--- config.mk ---
export PLATFORM = sky130hd
export DESIGN_NAME = slow_clk_timer
export DESIGN_NICKNAME = d
export VERILOG_FILES = /design/src/rtl/slow_clk_timer.sv
export SDC_FILE = /design/constraint.sdc
export NUM_CORES = 1
export LEC_CHECK = 0
export CAP_MARGIN = 20
export CORE_ASPECT_RATIO = 1.1
export CORE_MARGIN = 2
export CORE_UTILIZATION = 49
export DETAILED_ROUTE_END_ITERATION = 7
export GPL_ROUTABILITY_DRIVEN = 0
export HOLD_SLACK_MARGIN = 0.15
export PLACE_DENSITY = 0.76
export SLEW_MARGIN = 20
export SYNTH_ARGS = -nofsm -noshare
export SYNTH_HDL_FRONTEND = slang
export SYNTH_SLANG_ARGS = --single-unit
--- constraint.sdc ---
create_clock -name clk -period 1.9 [get_ports clk]
set_input_delay 0.38 -clock clk [delete_from_list [all_inputs] [get_ports clk]]
set_output_delay 0.38 -clock clk [all_outputs]
set_load 0.01 [all_outputs]
--- src/rtl/slow_clk_timer.sv ---
// slow_clk_timer: countdown timer in BCD seconds, advanced by rising edges
// of an asynchronous slow clock. Edge detection runs through a two-flop
// synchronizer plus a history flop; the FSM below consumes the resulting
// one-cycle tick.
//
// state | meaning
// IDLE  | after reset, waiting for start; ticks and pause ignored
// RUN   | counting down one second per tick
// PAUSE | count frozen, pause pulse resumes
// DONE  | reached 00, expired held until start
module slow_clk_timer #(
  parameter logic [7:0] INIT_SEC = 8'h60
) (
  input  logic       clk,
  input  logic       rst,
  input  logic       clk_slow,
  input  logic       start,
  input  logic       pause,
  output logic       tick,
  output logic [7:0] sec_bcd,
  output logic       running,
  output logic       expired,
  output logic       timeout
);

  typedef enum logic [1:0] {
    IDLE  = 2'd0,
    RUN   = 2'd1,
    PAUSE = 2'd2,
    DONE  = 2'd3
  } state_t;

  state_t     state_q, state_d;
  logic [7:0] sec_q, sec_d;
  logic       running_q, expired_q, timeout_q, timeout_d;
  logic       s1_q, s2_q, s3_q;
  logic       v1_q, v2_q;
  logic       primed_q;
  logic       tick_q;

  // BCD decrement; callers never pass 8'h00, so no wrap below zero.
  function automatic logic [7:0] bcd_dec(input logic [7:0] v);
    logic [7:0] r;
    if (v[3:0] == 4'd0) r = {v[7:4] - 4'd1, 4'd9};
    else                r = {v[7:4], v[3:0] - 4'd1};
    return r;
  endfunction

  // Synchronize clk_slow, detect rising edges, and arm detection only after
  // a genuine low sample. v1/v2 mark when s2 holds a real sample rather than
  // its reset value, so a clk_slow held high across reset cannot tick.
  always_ff @(posedge clk) begin
    if (rst) begin
      s1_q     <= 1'b0;
      s2_q     <= 1'b0;
      s3_q     <= 1'b0;
      v1_q     <= 1'b0;
      v2_q     <= 1'b0;
      primed_q <= 1'b0;
      tick_q   <= 1'b0;
    end else begin
      s1_q   <= clk_slow;
      s2_q   <= s1_q;
      s3_q   <= s2_q;
      v1_q   <= 1'b1;
      v2_q   <= v1_q;
      if (v2_q && !s2_q) primed_q <= 1'b1;
      tick_q <= s2_q & ~s3_q & primed_q;
    end
  end

  // State, count and registered status outputs.
  always_ff @(posedge clk) begin
    if (rst) begin
      state_q   <= IDLE;
      sec_q     <= INIT_SEC;
      running_q <= 1'b0;
      expired_q <= 1'b0;
      timeout_q <= 1'b0;
    end else begin
      state_q   <= state_d;
      sec_q     <= sec_d;
      running_q <= (state_d == RUN);
      expired_q <= (state_d == DONE);
      timeout_q <= timeout_d;
    end
  end

  // Next state: start beats pause beats tick.
  always_comb begin
    state_d   = state_q;
    sec_d     = sec_q;
    timeout_d = 1'b0;
    if (start) begin
      sec_d = INIT_SEC;
      if (INIT_SEC == 8'h00) begin
        state_d   = DONE;
        timeout_d = 1'b1;
      end else begin
        state_d = RUN;
      end
    end else begin
      case (state_q)
        RUN: begin
          if (pause) begin
            state_d = PAUSE;
          end else if (tick_q) begin
            if (sec_q <= 8'h01) begin
              sec_d     = 8'h00;
              state_d   = DONE;
              timeout_d = 1'b1;
            end else begin
              sec_d = bcd_dec(sec_q);
            end
          end
        end
        PAUSE: begin
          if (pause) state_d = RUN;
        end
        DONE: begin
          sec_d = 8'h00;
        end
        default: begin
          state_d = state_q;
        end
      endcase
    end
  end

  assign tick    = tick_q;
  assign sec_bcd = sec_q;
  assign running = running_q;
  assign expired = expired_q;
  assign timeout = timeout_q;

endmodule

==> metrics <==
Pwr Density between 700 and 800 nW/µm²; max-cap violation count 0; Lkg Pwr between 0.0004 and 0.0005 µW; EDFF count, synth 0; CTS tree done; design area 1190 µm²; status finished, final reports clean; Main synth FF type dfxtp_1; Die Span Y 49 µm; Final Hold Vio Count 0; clk_lat worst skew 0.31 ns; Max-slew headroom 0.662; Die X-Extent 44.9 µm; Sinks on Clock Net 20; post-route clock period utilization 0.973; core box area 1760 µm²; Synth Area in Simple Gates 0.294; Iter 0 DRT Violations 10; CTS buffer count 3; residual DRC count 0; Startpoint Class register; Vias 819; DRT antenna net count 0; Synth Warn # 0; Place WS -0.0307 ns; RSZ-0062 raised after global routing false; Post-Synth XOR/XNOR Area 0.00971; synth top area cells dfxtp_1 44%, ha_1 5.5%, nand3_1 4.4%; share of layout cells above drive strength 1 0.137; Max Clk Rate 0.541 GHz; routed len/inst about 13 µm; num rows 16; adder-cell share of the synthesized area 0.0555; H-tree Lvls 1; synthesis-to-layout area growth 32.0%; critical path class reg -> reg; synthesis-stage register bit count 20; switching pwr 167 µW; min cycle time layout 1.85 ns; CTS Hold Bufs 0; post-synth top area share 0.444; Worst Path Max Fanout 3; Peak VDD IR between 0.0006 and 0.0007 V; Final Slew Violations 0; total negative setup slack 0 ns; clock slew seen by the registers of the worst setup and hold paths roughly 0.12 ns; vias in the first global route 771; Synth Area in Compound Gates 0.137; actual slew at the worst max-slew pin around 0.5 ns; Fin Hold WS 0.410 ns; post-synthesis sequential area ratio 0.444; setup ws final 0.0508 ns; drt total wl ~1900 µm; max reg flops 8; post-route total power 840 µW; initial core utilization 0.512; mux share of post-synthesis cell area 0.0125; Root Buffer clkbuf_4; Die ar. 2200 µm²; I/O pin count 17; clock share of power 0.416; Final Skew 0.00649 ns; global-route wire length before repair between 3000 and 4000 µm; power share of the combinational group 0.066; port bufs 16; Finish-stage setup viols 0; Distinct cells, synth 38; Final #Nets 134; Critical Path Sink Type register; diodes inserted 0; vias per cell a little under 6; Synth Area per Inst roughly 9.2 µm²; largest family of logic cells by synthesized area simple AND/OR/NAND/NOR gates; syn nets 107; leading cell type by number of instances after synthesis dfxtp_1; Synth area leader dfxtp_1; largest net degree at the start of global routing 13; switching part of the total power 0.198; Post-synth ARST share 0; total track usage 0.187; post-CTS setup buffers 0; Cell Int Power 674 µW; initial antenna violation count 0; WP data arrival 2.06 ns; part of the power in registers 0.518; post-cts resize count 0; WP data required 2.11 ns; GR Overflow Total 0; cells after synthesis 98; DR pass1 iterations 4; Post-Syn Area 902 µm²; Area after DPL 1140 µm²; Synth top cells by count 20 x dfxtp_1, 9 x inv_1, 8 x nand3_1; worst min path class reg -> reg; hpwl dp 1460 µm; worst-case clock buffer depth 2
worst max-delay path, stage by stage, from the launching register on:
cell	delay (ns)
dfxtp_1	0.34
inv_1	0.05
ha_1	0.15
or3b_4	0.39
or4_1	0.50
a21o_1	0.20
and2_1	0.13
placed cells by master, fill, tap and decap left out, types with 2 or more instances in the layout:
cell             count
a21oi_1              3
a31oi_1              2
buf_4                8
clkbuf_4             3
clkdlybuf4s50_1     16
dfxtp_1             20
ha_1                 4
inv_1                9
nand2_1              4
nand3_1              8
nand3b_1             2
nand4_1              2
nor2_1               7
nor2b_1              5
nor3_1               4
or3_1                3
routing by layer:
| layer | share of wire | vias up | wire (µm) | GRT usage |
|---|---|---|---|---|
| met5 | 0 | - | 0 | 0 |
| met4 | 0.016 | 0 | 29 | 0.0931 |
| met3 | 0.046 | 5 | 85 | 0.0556 |
| met2 | 0.52 | 23 | 972 | 0.326 |
| met1 | 0.42 | 392 | 779 | 0.194 |
| li1 | - | 399 | - | - |
cell families after synthesis:
| family | Yosys count |
|---|---|
| AOI/OAI and AO/OA | 15 |
| xor gates and xnor gates | 1 |
| adders and majority gates | 4 |
| buffers and inverters | 11 |
| DFF | 20 |
| muxes | 1 |
| and+or+nand+nor | 46 |
power groups by stage:
stage | logic [µW] | clock network, µW | registers [µW]
after floorplan | 29.4 | 0 | 445
after global placement | 54.1 | 0 | 444
after detailed placement | 55.8 | 0 | 445
after CTS | 56.1 | 356 | 435
after global routing | 61.7 | 375 | 437
final | 55.5 | 350 | 435
cell type report:
| class | count | area [µm²] |
|---|---|---|
| Clock buffer | 3 | 22.5 |
| Clock inverter | 1 | 30.0 |
| Fill cell | 139 | 571 |
| Inverter | 9 | 33.8 |
| Multi-Input combinational cell | 67 | 462 |
| Sequential cell | 20 | 400 |
| Tap cell | 18 | 22.5 |
| Timing Repair Buffer | 24 | 220 |
worst paths after layout:
check                                 from  endpoint  depth (start not counted)  slack [ns]
worst max-delay path            sec_bcd[4]   running                          6        0.05
worst max register to register  sec_bcd[4]   running                          6        0.05
worst min-delay path                  s3_q      tick                          1        0.41
worst min register to register        s3_q      tick                          1        0.41
stage by stage:
step,std cells,util
final,142,0.676
after global routing,142,0.676
after CTS,142,0.675
after detailed placement,138,0.645
after global placement,138,0.645
after floorplan,98,-
(Power assumes the default switching activity.)
